[src/rtl/snn_lif_layer.sv]
// Leaky-integrate-and-fire neuron layer: per time-step leak, weight-row scan over active
// inputs, threshold fire with saturating arithmetic and saturating per-neuron spike counts.
module snn_lif_layer #(
  parameter int unsigned NUM_INPUTS  = 16,
  parameter int unsigned NUM_NEURONS = 10,
  parameter int unsigned WEIGHT_W    = 8,
  parameter int unsigned POT_W       = 16,
  parameter int unsigned COUNT_W     = 8,
  parameter int unsigned RESET_MODE  = 0,
  parameter int unsigned AW          = $clog2(NUM_INPUTS)
) (
  input  logic                            wb_clk_i,
  input  logic                            wb_rst_i,
  input  logic                            start,
  input  logic                            clear,
  input  logic [NUM_INPUTS-1:0]           in_spikes,
  input  logic [POT_W-1:0]                threshold,
  input  logic [3:0]                      leak_shift,
  output logic                            w_rd,
  output logic [AW-1:0]                   w_addr,
  input  logic [NUM_NEURONS*WEIGHT_W-1:0] w_data,
  output logic                            busy,
  output logic                            done,
  output logic [NUM_NEURONS-1:0]          out_spikes,
  output logic [NUM_NEURONS*COUNT_W-1:0]  spike_count
);

  localparam logic [2:0] StIdle  = 3'd0;
  localparam logic [2:0] StLeak  = 3'd1;
  localparam logic [2:0] StScan  = 3'd2;
  localparam logic [2:0] StDrain = 3'd3;
  localparam logic [2:0] StFire  = 3'd4;

  localparam logic [AW-1:0] LastIdx = AW'(NUM_INPUTS - 1);

  logic [2:0]                                state_q, state_d;
  logic [NUM_INPUTS-1:0]                     spk_q, spk_d;
  logic [NUM_NEURONS-1:0][POT_W-1:0]         pot_q, pot_d;
  logic [NUM_NEURONS-1:0][COUNT_W-1:0]       cnt_q, cnt_d;
  logic [NUM_NEURONS-1:0]                    out_q, out_d;
  logic                                      busy_q, busy_d;
  logic                                      done_q, done_d;
  logic                                      rd_q, rd_d;
  logic                                      vld_q;
  logic [AW-1:0]                             addr_q, addr_d;

  // Sum/difference of two POT_W values fits POT_W+1 bits; clamp on sign disagreement.
  function automatic logic [POT_W-1:0] sat(input logic [POT_W:0] v);
    if (v[POT_W] != v[POT_W-1]) begin
      sat = {v[POT_W], {(POT_W-1){~v[POT_W]}}};
    end else begin
      sat = v[POT_W-1:0];
    end
  endfunction

  function automatic logic [POT_W:0] ext(input logic [POT_W-1:0] p);
    ext = {p[POT_W-1], p};
  endfunction

  always_comb begin
    logic [POT_W-1:0]    lk;
    logic [WEIGHT_W-1:0] w;
    state_d = state_q;
    spk_d   = spk_q;
    pot_d   = pot_q;
    cnt_d   = cnt_q;
    out_d   = out_q;
    busy_d  = busy_q;
    done_d  = 1'b0;
    rd_d    = 1'b0;
    addr_d  = addr_q;
    lk      = '0;
    w       = '0;

    // Row data arrives the cycle after its read strobe.
    if (vld_q) begin
      for (int n = 0; n < NUM_NEURONS; n++) begin
        w        = w_data[n*WEIGHT_W +: WEIGHT_W];
        pot_d[n] = sat(ext(pot_q[n]) + {{(POT_W+1-WEIGHT_W){w[WEIGHT_W-1]}}, w});
      end
    end

    unique case (state_q)
      StIdle: begin
        if (clear) begin
          pot_d = '0;
          cnt_d = '0;
        end else if (start) begin
          spk_d   = in_spikes;
          busy_d  = 1'b1;
          state_d = StLeak;
        end
      end
      StLeak: begin
        if (leak_shift != 4'd0) begin
          for (int n = 0; n < NUM_NEURONS; n++) begin
            lk       = $signed(pot_q[n]) >>> leak_shift;
            pot_d[n] = sat(ext(pot_q[n]) - ext(lk));
          end
        end
        rd_d    = spk_q[0];
        spk_d   = spk_q >> 1;
        addr_d  = '0;
        state_d = StScan;
      end
      StScan: begin
        if (addr_q == LastIdx) begin
          addr_d  = '0;
          state_d = StDrain;
        end else begin
          addr_d = addr_q + AW'(1);
          rd_d   = spk_q[0];
          spk_d  = spk_q >> 1;
        end
      end
      StDrain: state_d = StFire;
      StFire: begin
        for (int n = 0; n < NUM_NEURONS; n++) begin
          out_d[n] = $signed(pot_q[n]) >= $signed(threshold);
          if (out_d[n]) begin
            if (RESET_MODE == 0) pot_d[n] = '0;
            else pot_d[n] = sat(ext(pot_q[n]) - ext(threshold));
            if (cnt_q[n] != {COUNT_W{1'b1}}) cnt_d[n] = cnt_q[n] + COUNT_W'(1);
          end
        end
        done_d  = 1'b1;
        busy_d  = 1'b0;
        state_d = StIdle;
      end
      default: state_d = StIdle;
    endcase
  end

  always_ff @(posedge wb_clk_i or posedge wb_rst_i) begin
    if (wb_rst_i) begin
      state_q <= StIdle;
      spk_q   <= '0;
      pot_q   <= '0;
      cnt_q   <= '0;
      out_q   <= '0;
      busy_q  <= 1'b0;
      done_q  <= 1'b0;
      rd_q    <= 1'b0;
      vld_q   <= 1'b0;
      addr_q  <= '0;
    end else begin
      state_q <= state_d;
      spk_q   <= spk_d;
      pot_q   <= pot_d;
      cnt_q   <= cnt_d;
      out_q   <= out_d;
      busy_q  <= busy_d;
      done_q  <= done_d;
      rd_q    <= rd_d;
      vld_q   <= rd_q;
      addr_q  <= addr_d;
    end
  end

  assign w_rd        = rd_q;
  assign w_addr      = addr_q;
  assign busy        = busy_q;
  assign done        = done_q;
  assign out_spikes  = out_q;
  assign spike_count = cnt_q;

endmodule

[config.mk]
export PLATFORM = sky130hd
export DESIGN_NAME = snn_lif_layer
export DESIGN_NICKNAME = d
export VERILOG_FILES = /design/src/rtl/snn_lif_layer.sv
export SDC_FILE = /design/constraint.sdc
export NUM_CORES = 2
export LEC_CHECK = 0
export BUFFER_PORTS_ARGS = -buffer_cell sky130_fd_sc_hd__buf_4
export CAP_MARGIN = 20
export CORE_MARGIN = 3
export CORE_UTILIZATION = 65
export CTS_BUF_LIST = sky130_fd_sc_hd__clkbuf_2
export DETAILED_ROUTE_END_ITERATION = 10
export PLACE_DENSITY = 0.94
export SETUP_SLACK_MARGIN = 0.2
export SLEW_MARGIN = 20
export SYNTH_ARGS = -nofsm -noshare
export SYNTH_HDL_FRONTEND = slang
export SYNTH_SLANG_ARGS = --single-unit
[constraint.sdc]
create_clock -name wb_clk_i -period 26.2 [get_ports wb_clk_i]
set_input_delay 2.62 -clock wb_clk_i [delete_from_list [all_inputs] [get_ports wb_clk_i]]
set_output_delay 2.62 -clock wb_clk_i [all_outputs]
set_load 0.01 [all_outputs]
==> results.json <==
{
  "crit_buf_inv": 3,
  "drc": 0,
  "yosys-top-cells-area": "dfrtp_1 (18%), ha_1 (15%), o21ai_0 (5.8%), a21oi_1 (5.7%), nand2_1 (5.0%)",
  "worstPathRequired_ns": 27.23,
  "pin_count": 217,
  "pwr-share-clk_pct": 6.7,
  "use_met1_pct": 46.5,
  "dp_hpwl_mm": 89.3,
  "synth_cells": 5129,
  "grt_pass1_wl_mm": 194,
  "fin_nets": 5840,
  "grt_usage_pct": 36.7,
  "end_kind": "flop",
  "cp-start-kind": "input pin",
  "p_seq_share_pct": 17.2,
  "setup_ws_ns": 18.01,
  "hold_class": "reg2reg",
  "dp_cells": 5906,
  "vias": 41200,
  "drt_first_pass_iters": 10,
  "grtUsageMet3_pct": 11.1,
  "synth-warning-count": 0,
  "instances_no_fill": 6045,
  "wl_per_cell_um": 20.2,
  "rows": 89,
  "synth_cell_types": 103,
  "grt_busiest_layer": "met2",
  "dp_slack_ns": 17.12,
  "area_delta_synth_final_pct": 6.78,
  "path_class": "in2reg",
  "die_area_mm2": 0.0638,
  "worst_hold_slack_ns": 0.393,
  "overflow": 0,
  "path_max_fanout": 66,
  "dieWidth_um": 253,
  "ys_seq_elements": 277,
  "cts_tree": "built",
  "max-vdd-ir-drop_uv": 52.6,
  "grt_max_degree": 160,
  "async_flop_share_pct": 100,
  "internal-power_w": 0.00232,
  "initial_utilization_pct": 66.3,
  "fill_cells": 4542,
  "place_congestion": 0.965,
  "clock_skew_ns": 0.116,
  "drv_slew": 0,
  "cp.arrival_ns": 9.22,
  "synth_ff_type": "dfrtp_1",
  "power.switching_w": 0.00276,
  "numCtsBuffers": 79,
  "max_stage_delay_ns": 0.82,
  "cts.clk_slew.worst_paths_ns": 0.10,
  "period_share_pct": 31.3,
  "fin_setup_tns_ns": 0,
  "portBuffers": 216,
  "crit_top_cell": "o21ai_0",
  "synth_top_area_share_pct": 17.5,
  "cts_hold_buf": 0,
  "setup_viol": 0,
  "synth_edf_count": 0,
  "crit_family": "compound AO/OA/AOI/OAI gates",
  "comb_power_share_pct": 76.0,
  "wl_mm": 122,
  "grtUsageMet2_pct": 56.7,
  "antenna_found_initial": 9,
  "post_cts_resized": 0,
  "syn_area_mm2": 0.0395,
  "fmax_mhz": 122,
  "swShare_pct": 54.3,
  "post_cts_buffers": 0,
  "cp_slowest_cell": "buf_4",
  "synth_nets": 5755,
  "grt_pass1_vias": 39100,
  "coreArea_mm2": 0.0596,
  "h-tree-depth": 3,
  "critical_path.cell_chain": "clkbuf_8, buf_4, buf_4, mux2_2, o21ai_0, o21ai_0, mux2_2, ha_1, fa_1, nor2b_1, o31ai_1, a31o_2, o21ai_0, a21oi_1, o21ai_0, o21ai_0, nor2_1, a21oi_1, a21oi_1",
  "worstSkewPairLatency_ns": 1.17,
  "worst_pin_slew_ns": 1.08,
  "fp.dieH_um": 253,
  "fin_util_pct": 70.8,
  "maxCapViolCount": 0,
  "rsz0062_at_grt": "no",
  "drive_gt1_share_pct": 10.3,
  "synth_area_per_cell_um2": 7.70,
  "hold_viol_final": 0,
  "synth_seq_area_share_pct": 17.5,
  "min_period_ns": 8.19,
  "relSlewSlack_pct": 25.7,
  "vias_per_cell": 6.82,
  "status": "completed",
  "synth_top_area_cell": "dfrtp_1",
  "cts.sinks": 277,
  "clock_tree.root_cell": "clkbuf_2",
  "drt-initial-drc-count": 4649,
  "cellPowerDensity_mw_per_mm2": 120,
  "p_leak_nw": 19.9,
  "cts_buffer_depth": 3,
  "ant_nets": 0
}
[routing by layer]
metal | vias to the layer above | wire length [um]
met2 | 2516 | 52400
met1 | 19000 | 46900
met5 | - | 47
li1 | 19200 | -
met3 | 568 | 16500
met4 | 6 | 6220
[power groups by stage]
stage / Sequential [W] / Combinational, W / Clock [W]
after global placement: 0.000851 / 0.00358 / 0
after CTS: 0.000850 / 0.00376 / 0.000346
after detailed placement: 0.000858 / 0.00373 / 0
final: 0.000876 / 0.00386 / 0.000341
after floorplan: 0.000723 / 0.00303 / 0
after global routing: 0.000880 / 0.00426 / 0.000367
[flip-flops by register name, indices dropped and copies added, names as in the netlist]
register	cells
done	1
w_rd	1
spk_q	16
state_q	3
vld_q	1
out_spikes	10
busy	1
pot_q	160
w_addr	4
spike_count	80
[worst paths after layout]
path | start | endpoint | slack [ns] | depth (start not counted)
max | leak_shift[0] | pot_q[28]$_DFF_PP0_ | 18.01 | 19
min | w_rd$_DFF_PP0_ | vld_q$_DFF_PP0_ | 0.39 | 0
max reg2reg | pot_q[31]$_DFF_PP0_ | pot_q[28]$_DFF_PP0_ | 20.98 | 16
min reg2reg | w_rd$_DFF_PP0_ | vld_q$_DFF_PP0_ | 0.39 | 0
max in group asynchronous | wb_rst_i | vld_q$_DFF_PP0_ | 23.06 | 3
min in group asynchronous | wb_rst_i | pot_q[141]$_DFF_PP0_ | 1.65 | 2
[placed cells by master (no fill, tap or decap), drive strengths merged, types with 22 or more instances in the layout]
cell,netlist,layout
a2bb2oi,27,27
a31oi,67,67
nand2,529,529
a21oi,454,454
mux2,47,47
maj3,23,23
o21bai,37,37
dfrtp,277,277
o22ai,36,36
nand2b,69,69
o31ai,30,30
nand3,88,88
clkbuf,171,109
nor2,443,443
o221ai,31,31
or3,32,32
and3,39,39
and2,30,30
a21o,153,153
or2,26,26
xnor2,177,177
nor3,83,83
nand4,68,68
o21a,113,113
mux2i,194,194
xor2,100,100
o21ai,490,490
ha,486,486
inv,175,177
buf,76,250
a21boi,28,28
o211ai,55,55
clkinv,2,22
mux4,24,24
a211oi,53,53
nor2b,103,103
[synthesized netlist by cell type, drive strengths merged, types with 100 or more instances]
| cell | number |
|---|---|
| ha | 486 |
| a21o | 153 |
| dfrtp | 277 |
| xnor2 | 177 |
| nor2b | 103 |
| inv | 175 |
| o21a | 113 |
| xor2 | 100 |
| clkbuf | 171 |
| a21oi | 454 |
| mux2i | 194 |
| nand2 | 529 |
| o21ai | 490 |
| nor2 | 443 |
[cell families (layout without fill, tap and decap cells)]
group | after synthesis | count (layout) | synth area share, %
buffers and inverters | 424 | 562 | 4.19
adder cells (fa/ha/maj) | 529 | 529 | 17.0
flip-flops | 277 | 277 | 17.5
XOR/XNOR | 277 | 277 | 6.16
AND/OR/NAND/NOR | 1565 | 1565 | 18.4
multiplexers | 265 | 265 | 7.63
other | 0 | 5 | 0
AO/OA/AOI/OAI | 1792 | 1792 | 29.1
[cell type report]
type	instances	area, um^2	share of cell area (%)
multi-input combinational	4428	31000	73.4
sequential	277	6940	16.4
timing repair buffer	251	1900	4.51
tap	773	967	2.29
inverter	177	678	1.61
clock buffer	108	541	1.28
clock inverter	26	174	0.412
antenna	5	12.5	0.0297
[stage by stage]
step | power [W] | cell area, um^2
final | 0.00508 | 42200
after global routing | 0.00550 | 42200
after CTS | 0.00496 | 42100
after detailed placement | 0.00459 | 41400
after global placement | 0.00444 | 41400
after floorplan | 0.00375 | 39500
Power figures use the tool's default switching activity.
